$ cat config.mk
export PLATFORM = sky130hd
export DESIGN_NAME = adc_acq_sequencer_flat
export DESIGN_NICKNAME = d
export VERILOG_FILES = /design/src/rtl/adc_acq_sequencer_if.sv /design/src/rtl/adc_acq_sequencer.sv /design/src/flat_wrapper.sv
export SDC_FILE = /design/constraint.sdc
export NUM_CORES = 1
export LEC_CHECK = 0
export BUFFER_PORTS_ARGS = -buffer_cell sky130_fd_sc_hd__buf_2
export CELL_PAD_IN_SITES_DETAIL_PLACEMENT = 2
export CELL_PAD_IN_SITES_GLOBAL_PLACEMENT = 2
export CORE_AREA = 4 4 93 161
export CTS_CLUSTER_DIAMETER = 40
export DETAILED_ROUTE_END_ITERATION = 7
export DIE_AREA = 0 0 97 165
export GPL_ROUTABILITY_DRIVEN = 0
export HOLD_SLACK_MARGIN = 0.06
export PLACE_DENSITY = 0.86
export SYNTH_ARGS = -nofsm -noshare
export SYNTH_HDL_FRONTEND = slang
export SYNTH_SLANG_ARGS = --single-unit
$ cat constraint.sdc
create_clock -name clk -period 4.7 [get_ports clk]
set_clock_uncertainty 0.15 [all_clocks]
set_input_delay 0.705 -clock clk [delete_from_list [all_inputs] [get_ports clk]]
set_output_delay 0.705 -clock clk [all_outputs]
set_load 0.02 [all_outputs]
$ cat src/rtl/adc_acq_sequencer_if.sv
// Host/datapath bundle for the ADC acquisition sequencer.
// The master side issues configuration and commands. The slave side is the sequencer, which returns control and status.
interface adc_acq_sequencer_if;
    // Handshake: cfg_start is a one-cycle request. It is taken only while busy is 0;
    // otherwise it is dropped. busy therefore acts as the inverse of ready.
    // cfg_abort is always honoured and beats a cfg_start in the same cycle.
    logic        cfg_start;
    logic        cfg_abort;
    logic [15:0] cfg_passes;
    logic [2:0]  cfg_ch_even;
    logic [2:0]  cfg_ch_odd;
    logic        cfg_uni;

    logic        adc_start;
    logic [31:0] adc_config_even;
    logic [31:0] adc_config_odd;
    logic        adc_wr_en;
    logic        clr_we;
    logic [11:0] clr_addr;
    logic        busy;
    logic        done;
    logic [15:0] pass_count;

    modport master (
        output cfg_start, cfg_abort, cfg_passes, cfg_ch_even, cfg_ch_odd, cfg_uni,
        input  adc_start, adc_config_even, adc_config_odd, adc_wr_en,
               clr_we, clr_addr, busy, done, pass_count
    );

    modport slave (
        input  cfg_start, cfg_abort, cfg_passes, cfg_ch_even, cfg_ch_odd, cfg_uni,
        output adc_start, adc_config_even, adc_config_odd, adc_wr_en,
               clr_we, clr_addr, busy, done, pass_count
    );
endinterface

$ cat src/rtl/adc_acq_sequencer.sv
// ADC acquisition sequencer: zero-fills the capture RAM and then runs N accumulation sweeps.
// It generates the per-address ADC config words. Every output is registered from the next-state decode.
module adc_acq_sequencer #(
    parameter int FRAME_CYCLES = 320,
    parameter int SAMPLES      = 4096
) (
    input  logic                  clk,
    input  logic                  reset_n,
    adc_acq_sequencer_if.slave    bus,
    output logic [2:0]            state_dbg
);
    localparam int RUN_TOTAL = FRAME_CYCLES * SAMPLES;
    localparam int RUN_W     = (RUN_TOTAL > 1) ? $clog2(RUN_TOTAL) : 1;
    localparam logic [RUN_W-1:0] RUN_LAST = RUN_W'(RUN_TOTAL - 1);
    localparam logic [11:0]      CLR_LAST = 12'(SAMPLES - 1);

    typedef enum logic [2:0] {
        S_IDLE   = 3'd0,
        S_CLEAR  = 3'd1,
        S_ARM    = 3'd2,
        S_RUN    = 3'd3,
        S_FINISH = 3'd4
    } state_t;

    state_t           state, next_state;
    logic [RUN_W-1:0] run_cnt, run_cnt_d;
    logic [15:0]      pass_lim;
    logic             start_acc, clr_last, run_last;
    logic [15:0]      pass_next;

    logic             adc_start_d, adc_wr_en_d, clr_we_d, busy_d, done_d;
    logic [11:0]      clr_addr_d;
    logic [15:0]      pass_count_d;

    // SDI is LSB-first, so bit0 is the first bit shifted out to the ADC.
    function automatic logic [31:0] cfg_word(input logic [2:0] ch, input logic uni);
        cfg_word = {26'd0, 1'b0, uni, ch[1], ch[2], ch[0], 1'b1};
    endfunction

    assign state_dbg = state;

    // FINISH already reports busy = 0, so a start arriving in that cycle is accepted as well.
    assign start_acc = ((state == S_IDLE) || (state == S_FINISH)) &&
                       bus.cfg_start && !bus.cfg_abort;
    assign clr_last  = (bus.clr_addr == CLR_LAST);
    assign run_last  = (run_cnt == RUN_LAST);
    assign pass_next = (bus.pass_count == 16'hFFFF) ? 16'hFFFF : bus.pass_count + 16'd1;

    always_ff @(posedge clk) begin
        if (!reset_n) begin
            state <= S_IDLE;
        end else begin
            state <= next_state;
        end
    end

    always_comb begin
        next_state = state;
        if (bus.cfg_abort && (state != S_IDLE)) begin
            next_state = S_IDLE;
        end else begin
            case (state)
                S_IDLE, S_FINISH: next_state = start_acc ? S_CLEAR : S_IDLE;
                S_CLEAR:          if (clr_last) next_state = S_ARM;
                S_ARM:            next_state = S_RUN;
                S_RUN:            if (run_last) next_state = (pass_next < pass_lim) ? S_ARM : S_FINISH;
                default:          next_state = S_IDLE;
            endcase
        end
    end

    always_comb begin
        adc_start_d  = (next_state == S_ARM);
        adc_wr_en_d  = (next_state == S_RUN);
        clr_we_d     = (next_state == S_CLEAR);
        busy_d       = adc_start_d || adc_wr_en_d || clr_we_d;
        clr_addr_d   = ((state == S_CLEAR) && (next_state == S_CLEAR)) ? bus.clr_addr + 12'd1 : 12'd0;
        run_cnt_d    = ((state == S_RUN) && (next_state == S_RUN)) ? run_cnt + RUN_W'(1) : '0;
        done_d       = bus.done;
        pass_count_d = bus.pass_count;
        if (start_acc) begin
            done_d       = 1'b0;
            pass_count_d = 16'd0;
        end else begin
            if (next_state == S_FINISH) done_d = 1'b1;
            // A pass counts only when the sweep completes without an abort.
            if ((state == S_RUN) && run_last && (next_state != S_IDLE)) pass_count_d = pass_next;
        end
    end

    always_ff @(posedge clk) begin
        if (!reset_n) begin
            bus.adc_start       <= 1'b0;
            bus.adc_wr_en       <= 1'b0;
            bus.clr_we          <= 1'b0;
            bus.clr_addr        <= 12'd0;
            bus.busy            <= 1'b0;
            bus.done            <= 1'b0;
            bus.pass_count      <= 16'd0;
            bus.adc_config_even <= 32'd0;
            bus.adc_config_odd  <= 32'd0;
            run_cnt             <= '0;
            pass_lim            <= 16'd1;
        end else begin
            bus.adc_start  <= adc_start_d;
            bus.adc_wr_en  <= adc_wr_en_d;
            bus.clr_we     <= clr_we_d;
            bus.clr_addr   <= clr_addr_d;
            bus.busy       <= busy_d;
            bus.done       <= done_d;
            bus.pass_count <= pass_count_d;
            run_cnt        <= run_cnt_d;
            if (start_acc) begin
                bus.adc_config_even <= cfg_word(bus.cfg_ch_even, bus.cfg_uni);
                bus.adc_config_odd  <= cfg_word(bus.cfg_ch_odd, bus.cfg_uni);
                pass_lim            <= (bus.cfg_passes == 16'd0) ? 16'd1 : bus.cfg_passes;
            end
        end
    end
endmodule

$ cat src/flat_wrapper.sv
// flat-port wrapper written by rule: the top's interface ports become plain ports
module adc_acq_sequencer_flat 
#(
    parameter int FRAME_CYCLES = 320,
    parameter int SAMPLES      = 4096
)
  (clk, reset_n, state_dbg, bus_cfg_start, bus_cfg_abort, bus_cfg_passes, bus_cfg_ch_even, bus_cfg_ch_odd, bus_cfg_uni, bus_adc_start, bus_adc_config_even, bus_adc_config_odd, bus_adc_wr_en, bus_clr_we, bus_clr_addr, bus_busy, bus_done, bus_pass_count);
  adc_acq_sequencer_if bus_i ();
  input  logic clk;
  input  logic reset_n;
  output logic [2:0] state_dbg;
  input wire logic [$bits(bus_i.cfg_start)-1:0] bus_cfg_start;
  input wire logic [$bits(bus_i.cfg_abort)-1:0] bus_cfg_abort;
  input wire logic [$bits(bus_i.cfg_passes)-1:0] bus_cfg_passes;
  input wire logic [$bits(bus_i.cfg_ch_even)-1:0] bus_cfg_ch_even;
  input wire logic [$bits(bus_i.cfg_ch_odd)-1:0] bus_cfg_ch_odd;
  input wire logic [$bits(bus_i.cfg_uni)-1:0] bus_cfg_uni;
  output wire logic [$bits(bus_i.adc_start)-1:0] bus_adc_start;
  output wire logic [$bits(bus_i.adc_config_even)-1:0] bus_adc_config_even;
  output wire logic [$bits(bus_i.adc_config_odd)-1:0] bus_adc_config_odd;
  output wire logic [$bits(bus_i.adc_wr_en)-1:0] bus_adc_wr_en;
  output wire logic [$bits(bus_i.clr_we)-1:0] bus_clr_we;
  output wire logic [$bits(bus_i.clr_addr)-1:0] bus_clr_addr;
  output wire logic [$bits(bus_i.busy)-1:0] bus_busy;
  output wire logic [$bits(bus_i.done)-1:0] bus_done;
  output wire logic [$bits(bus_i.pass_count)-1:0] bus_pass_count;
  assign bus_i.cfg_start = bus_cfg_start;
  assign bus_i.cfg_abort = bus_cfg_abort;
  assign bus_i.cfg_passes = bus_cfg_passes;
  assign bus_i.cfg_ch_even = bus_cfg_ch_even;
  assign bus_i.cfg_ch_odd = bus_cfg_ch_odd;
  assign bus_i.cfg_uni = bus_cfg_uni;
  assign bus_adc_start = bus_i.adc_start;
  assign bus_adc_config_even = bus_i.adc_config_even;
  assign bus_adc_config_odd = bus_i.adc_config_odd;
  assign bus_adc_wr_en = bus_i.adc_wr_en;
  assign bus_clr_we = bus_i.clr_we;
  assign bus_clr_addr = bus_i.clr_addr;
  assign bus_busy = bus_i.busy;
  assign bus_done = bus_i.done;
  assign bus_pass_count = bus_i.pass_count;
  adc_acq_sequencer #(.FRAME_CYCLES(FRAME_CYCLES), .SAMPLES(SAMPLES)) u_core (.clk(clk), .reset_n(reset_n), .bus(bus_i), .state_dbg(state_dbg));
endmodule
==> results of run 1 <==
## flip-flops by register name, summed over array words and instances (netlist names)
name and cells:
u_core.run_cnt 21, u_core.bus.pass_count 16, u_core.pass_lim 16, u_core.bus.clr_addr 12
u_core.bus.adc_config_even 5, u_core.bus.adc_config_odd 3, u_core.state_dbg 3, u_core.bus.adc_start 1
u_core.bus.adc_wr_en 1, u_core.bus.busy 1, u_core.bus.clr_we 1, u_core.bus.done 1
## metrics by stage
step / setup WS, ps / hold WS, ps / total power [mW] / area [µm²]
6_report: 788 / 296 / 1.61 / 4900
5_1_grt: 585 / 322 / 1.67 / 4900
4_1_cts: 847 / 300 / 1.63 / 4900
3_5_place_dp: 869 / 288 / 0.861 / 4590
3_3_place_gp: 1080 / 283 / 0.854 / 4590
2_1_floorplan: 1420 / 268 / 0.851 / 4490
## synth_stat cells (5+ instances only)
| cell type | count | share of area, % |
|---|---|---|
| xor2_1 | 27 | 5.5 |
| buf_4 | 57 | 10 |
| buf_2 | 5 | 0.58 |
| a311oi_1 | 7 | 1.4 |
| and4_1 | 7 | 1.4 |
| a21oi_1 | 34 | 4.0 |
| nand4_1 | 13 | 1.9 |
| o21ai_0 | 12 | 1.4 |
| ha_1 | 18 | 5.2 |
| nand2_1 | 74 | 6.5 |
| dfxtp_1 | 81 | 38 |
| nor3_1 | 9 | 1.0 |
| nand3_1 | 19 | 2.2 |
| xnor2_1 | 10 | 2.0 |
| and3_1 | 6 | 0.87 |
| inv_1 | 23 | 2.0 |
| nor2_1 | 60 | 5.2 |
| clkbuf_1 | 11 | 0.96 |
## critical path: stages (launching register included)
cell	delay [ps]
dfxtp_1	450
ha_1	280
nand4_1	180
or4_1	860
o21ai_0	290
ha_1	310
a2111oi_0	530
a221oi_2	150
or3_1	350
o2bb2ai_2	160
nand2b_1	140
## area by class of cell
cell class              instances  area (µm²)  share of cell area, %
clock inverters                 3        65.1                   1.33
multi-input cells             402        2280                   46.6
flip-flops and latches         81        1620                   33.1
inverters                      24        90.1                   1.84
repair buffers                 74         375                   7.66
well taps                     177         221                   4.52
clock buffers                  12         246                   5.03
## power by group through the flow
| stage | logic, mW | registers (mW) | clock network [mW] |
|---|---|---|---|
| global placement | 0.131 | 0.723 | 0 |
| finish | 0.140 | 0.708 | 0.762 |
| detailed placement | 0.137 | 0.723 | 0 |
| floorplan | 0.123 | 0.729 | 0 |
| CTS | 0.140 | 0.708 | 0.780 |
| global route | 0.154 | 0.709 | 0.810 |
## cell families after synthesis
group	synth area share, %
other	0.0873
DFF	37.8
muxes	1.19
adders and majority gates	5.24
and+or+nand+nor	23.8
buffers and inverters	13.9
xor gates and xnor gates	7.54
AOI/OAI and AO/OA	10.5
## routing by layer
layer,GRT usage [%],vias to the layer above,share of wire (%)
li1,-,1799,-
met1,16.3,1833,36
met2,34.3,110,56
met3,3.34,37,3.8
met4,9.01,0,4.4
met5,0,-,0
## path summary, 6_finish.rpt
check	to	slack (ps)	cells after the start
worst min-delay path	u_core.run_cnt[0]	300	1
worst min register to register	u_core.run_cnt[0]	300	1
worst max-delay path	u_core.bus.busy	790	10
worst max register to register	u_core.bus.busy	790	10
==> summary.txt, run 1 <==
Place
  • PortBufs: approximately 70
  • Dpl cells: approximately 760
  • Post-DP HPWL: ~10000 µm

Global route
  • Congestion Overflow GR: 0
  • Largest net degree at the start of global routing: 27
  • Vias in the first global route: approximately 4200
  • All-layer global routing usage: 17.2%
  • Initial antenna violation count: 0
  • First-pass GRT wire length: between 20000 and 25000 µm

Floorplan
  • Initial Util: a little under a third
  • Cell Rows: 57
  • I/O pin total: between 100 and 150
  • Die area: around 16000 µm²
  • Die width: around 97 µm
  • Core box area: 13800 µm²
  • Die height: approximately 170 µm

Pwr
  • Comb pwr share: under 10%
  • Leak Pwr: 2.05 nW
  • Sw Share: roughly 25%
  • Sequential Power Share: between 40 and 50%
  • Clk pwr share: 47.3%
  • NetSw: between 0.3 and 0.4 mW
  • P_int: ~1.2 mW
  • Peak VDD IR: approximately 0.00014 V
  • Pwr dens: 328 nW/µm²

Clocking
  • Clk_lat worst skew: 340 ps
  • Clock buffer depth: 2
  • Root Driver: clkbuf_16
  • # hold bufs at CTS: 0
  • Clk sink count: 81
  • CTS Buf Count: 9
  • Worst-path clk slew: 60 ps
  • H-tree Lvls: 3
  • Setup Fix Bufs, Post-CTS: 0
  • CTS tree: yes
  • # resized after CTS: 0

Critical path
  • Critical path class: reg2reg
  • Critical path required time: a little under 5000 ps
  • Crit Reg-Reg Startpoint: u_core.bus.pass_count[0]
  • Arr. time, crit path: roughly 4000 ps
  • CP Launch Type: flop
  • Crit end category: flop
  • CP Max Fanout: 19
  • Critical Path Source: u_core.bus.pass_count[0]

Synthesis
  • Cell Area, Synth: 4300 µm²
  • Async SR Flop Fraction: 0%
  • Post-synth EDFFs: 0
  • Yosys Warn Count: 0
  • Post-Synthesis Cells: 528
  • Seq/Total Area, Yosys: between 30% and 40%
  • Syn_area_per_cell: 8.14 µm²
  • Unique masters post-synth: 47
  • Synth Register Bits: 81
  • Most used DFF post-synth: dfxtp_1

STA
  • Setup Total Neg Slack: 0 ps
  • Fmax: between 200 and 300 MHz
  • Final Hold Viols: 0
  • Max_slew headroom: between 40% and 50%
  • Final Setup Violations: 0
  • RSZ-0062 raised after global routing: false
  • Fin crit share: a little over four fifths
  • Worst Tran Pin Value: ~900 ps
  • Minimum clock period: ~3900 ps
  • Slew Limit Fails: 0

Detailed routing
  • DRT Wirelength: between 10000 and 15000 µm
  • Drt drc: 0
  • WL/cell: roughly 18 µm
  • Via count of the routed design: approximately 3800
  • DRT iter0 DRCs: 71
  • Vias per cell: about 4.9
  • Drt first pass iters: 4
  • Detail Route Antenna Nets: 0

Hold path
  • Worst hold path startpoint: u_core.run_cnt[0]
  • Hold Crit Class: reg2reg

Cells and area
  • Commonest cells after routing, fill and taps aside: 81 x dfxtp_1, 74 x nand2_1, 72 x buf_2, 60 x nor2_1, 54 x conb_1
  • Area growth, synth to finish: 14.2%
  • Final design utilization: between 30% and 40%
  • Fraction of layout cells with a size suffix above 1: between 10% and 20%
  • # fillers: about 1600
  • N_diodes: 0
  • Most common cell after layout, fill and taps aside: dfxtp_1
  • Finished Layout Cells: around 770
  • Final net count: 637

Outcome
  • Outcome: completed

Job
  • Max-Cap Viols: 0
Power figures use the tool's default switching activity.
==> inputs of run 2 (changes only) <==
Settings changed: CORE_AREA 4 4 93 161 to 4 4 97 168, DIE_AREA 0 0 97 165 to 0 0 101 172, PLACE_DENSITY 0.86 to 0.79.
Clock period 4.7 ns to 3.95 ns, I/O delays scaled along.
==> summary.txt, run 2 (same netlist as run 1, synthesis figures left out) <==
Critical path
  • CP most frequent cell: ha_1
  • Critical path class: reg2reg
  • Critical path required time: 4080 ps (-750 ps)
  • Crit end category: flop
  • Worst path slowest cell: a2111oi_0
  • Worst Reg2Reg Path Length in Cells: 10 (unchanged)
  • Worst path cell trace: ha_1 -> nand4_1 -> or4_1 -> o21ai_0 -> ha_1 -> a2111oi_0 -> a221oi_2 -> or3_1 -> o2bb2ai_2 -> o21a_1
  • CP Max Fanout: 7 (-12)
  • Cell family with most CP delay: compound AO/OA/AOI/OAI gates
  • Arr. time, crit path: 3710 ps (-330 ps)
  • Slowest stage delay, CP: 670 ps (-190 ps)
  • Crit path buffers/inverters: 0 (unchanged)
  • CP Depth: 10 (unchanged)
  • CP Launch Type: flop

Clocking
  • # resized after CTS: 0 (unchanged)
  • Clock buffer depth: 2 (unchanged)
  • Setup Fix Bufs, Post-CTS: 0 (unchanged)
  • Root Driver: clkbuf_16
  • H-tree Lvls: 3 (unchanged)
  • Clk sink count: 81 (unchanged)
  • CTS Buf Count: 9 (unchanged)
  • CTS tree: yes
  • Worst-path clk slew: 60 ps (about the same)
  • Clk_lat worst skew: 340 ps (about the same)
  • # hold bufs at CTS: 0 (unchanged)

Cells and area
  • Fraction of layout cells with a size suffix above 1: 16.5% (+0.59 points)
  • Most common cell after layout, fill and taps aside: dfxtp_1
  • Max reg flops: 21 (unchanged)
  • Final net count: 642 (+0.78%)
  • N_diodes: 0 (unchanged)
  • Largest registers: u_core.run_cnt: 21 flops, u_core.bus.pass_count: 16 flops, u_core.pass_lim: 16 flops
  • Area growth, synth to finish: 14.3%
  • Final design utilization: 33.1% (-2.5 points)
  • Finished Cell Area: 4910 µm² (+0.15%)
  • # fillers: 1765 (+7.9%)
  • Most flop-heavy register: u_core.run_cnt
  • Commonest cells after routing, fill and taps aside: 81 x dfxtp_1, 74 x nand2_1, 72 x buf_2, 60 x nor2_1, 54 x conb_1

Detailed routing
  • Detail Route Antenna Nets: 0 (unchanged)
  • Vias per cell: 4.79 (-2.0%)
  • Drt first pass iters: 4 (unchanged)
  • Via count of the routed design: 3748 (-0.82%)
  • WL/cell: 17.2 µm (-3.5%)
  • DRT Wirelength: 13500 µm (-2.3%)
  • Drt drc: 0 (unchanged)
  • DRT iter0 DRCs: 59 (-17%)

STA
  • RSZ-0062 raised after global routing: false
  • Slew Limit Fails: 0 (unchanged)
  • Final Hold Viols: 0 (unchanged)
  • Setup Total Neg Slack: 0 ps (unchanged)
  • Max_slew headroom: 41.9% (+0.91 points)
  • Fmax: 279 MHz (+9.2%)
  • Worst Tran Pin Value: 870 ps (-15.6 ps)
  • Fin crit share: 90.7% (+7.5 points)
  • Final Setup Violations: 0 (unchanged)
  • Minimum clock period: 3580 ps (-329 ps)
  • Final hold slack: 306 ps (+10.2 ps)

Global route
  • Initial antenna violation count: 0 (unchanged)
  • First-pass GRT wire length: 21700 µm (-0.22%)
  • Vias in the first global route: 4238 (+0.45%)
  • Congestion Overflow GR: 0 (unchanged)
  • Largest net degree at the start of global routing: 27 (unchanged)
  • All-layer global routing usage: 15.9% (-1.4 points)

Outcome
  • Outcome: completed

Floorplan
  • Initial Util: 28.9% (-2.3 points)
  • Die height: 172 µm (+4.2%)
  • I/O pin total: 127 (unchanged)
  • Cell Rows: 59 (+3.5%)
  • Die width: 101 µm (+4.1%)
  • Core box area: 14800 µm² (+7.8%)
  • Die area: 17400 µm² (+8.5%)

Pwr
  • Peak VDD IR: 0.000166 V (+20%)
  • Pwr dens: 370 nW/µm² (+13%)
  • Power, Total: 1.82 mW (+13%)
  • Leak Pwr: 2.05 nW (about the same)

Hold path
  • Hold Crit Class: reg2reg
  • Hold Path Depth: 2 (+1)

Place
  • PortBufs: 72 (unchanged)
  • Post-DP HPWL: 10400 µm (about the same)
  • Cell area after placement: 4640 µm² (+0.98%)

Job
  • Max-Cap Viols: 0 (unchanged)
[run 2: cell types whose count changed in the layout (fill, tap and decap cells not counted), sizes merged]
cell | previous run | this run
clkbuf | 12 | 10
buf | 74 | 79
bufinv | 2 | 1
clkinvlp | 0 | 2
clkinv | 2 | 1
[run 2: cell type report]
type                       instances  area, µm²  share of cell area (%)
clock buffer                      10        229                    4.66
multi-input combinational        402       2280                    46.5
clock inverter                     3       45.0                   0.917
inverter                          24       90.1                    1.83
sequential                        81       1620                    33.0
tap                              183        229                    4.66
timing repair buffer              79        413                    8.41
[run 2: path summary, 6_finish.rpt]
path | start | end | slack, ps
worst min register to register | u_core.pass_lim[10] | u_core.pass_lim[10] | 310
worst max-delay path | u_core.bus.pass_count[0] | u_core.bus.adc_start | 370
worst min-delay path | u_core.pass_lim[10] | u_core.pass_lim[10] | 310
worst max register to register | u_core.bus.pass_count[0] | u_core.bus.adc_start | 370
[run 2: worst register-to-register path: stages (launching register included)]
cell and delay (ps):
dfxtp_1 460, ha_1 270, nand4_1 170, or4_1 530, o21ai_0 150, ha_1 310, a2111oi_0 670, a221oi_2 160
or3_1 370, o2bb2ai_2 160, o21a_1 150
[run 2: layer usage]
metal | wire length (µm) | global-route usage (%)
met1 | 4680 | 15.1
met2 | 7750 | 31.8
met3 | 667 | 3.43
met4 | 370 | 6.48
met5 | 0 | 0
[run 2: per-stage QoR]
stage | cells | setup slack [ps]
after floorplan | 581 | 668
after global placement | 769 | 587
after detailed placement | 769 | 478
after CTS | 782 | 337
after global routing | 782 | 47.7
final | 782 | 368
[run 2: where the power goes]
| part | total, mW | switching (mW) | internal, mW | leakage [nW] |
|---|---|---|---|---|
| Clock | 0.810 | 0.330 | 0.479 | 0.127 |
| Sequential | 0.842 | 0.00988 | 0.833 | 0.656 |
| Combinational | 0.166 | 0.124 | 0.0414 | 1.27 |
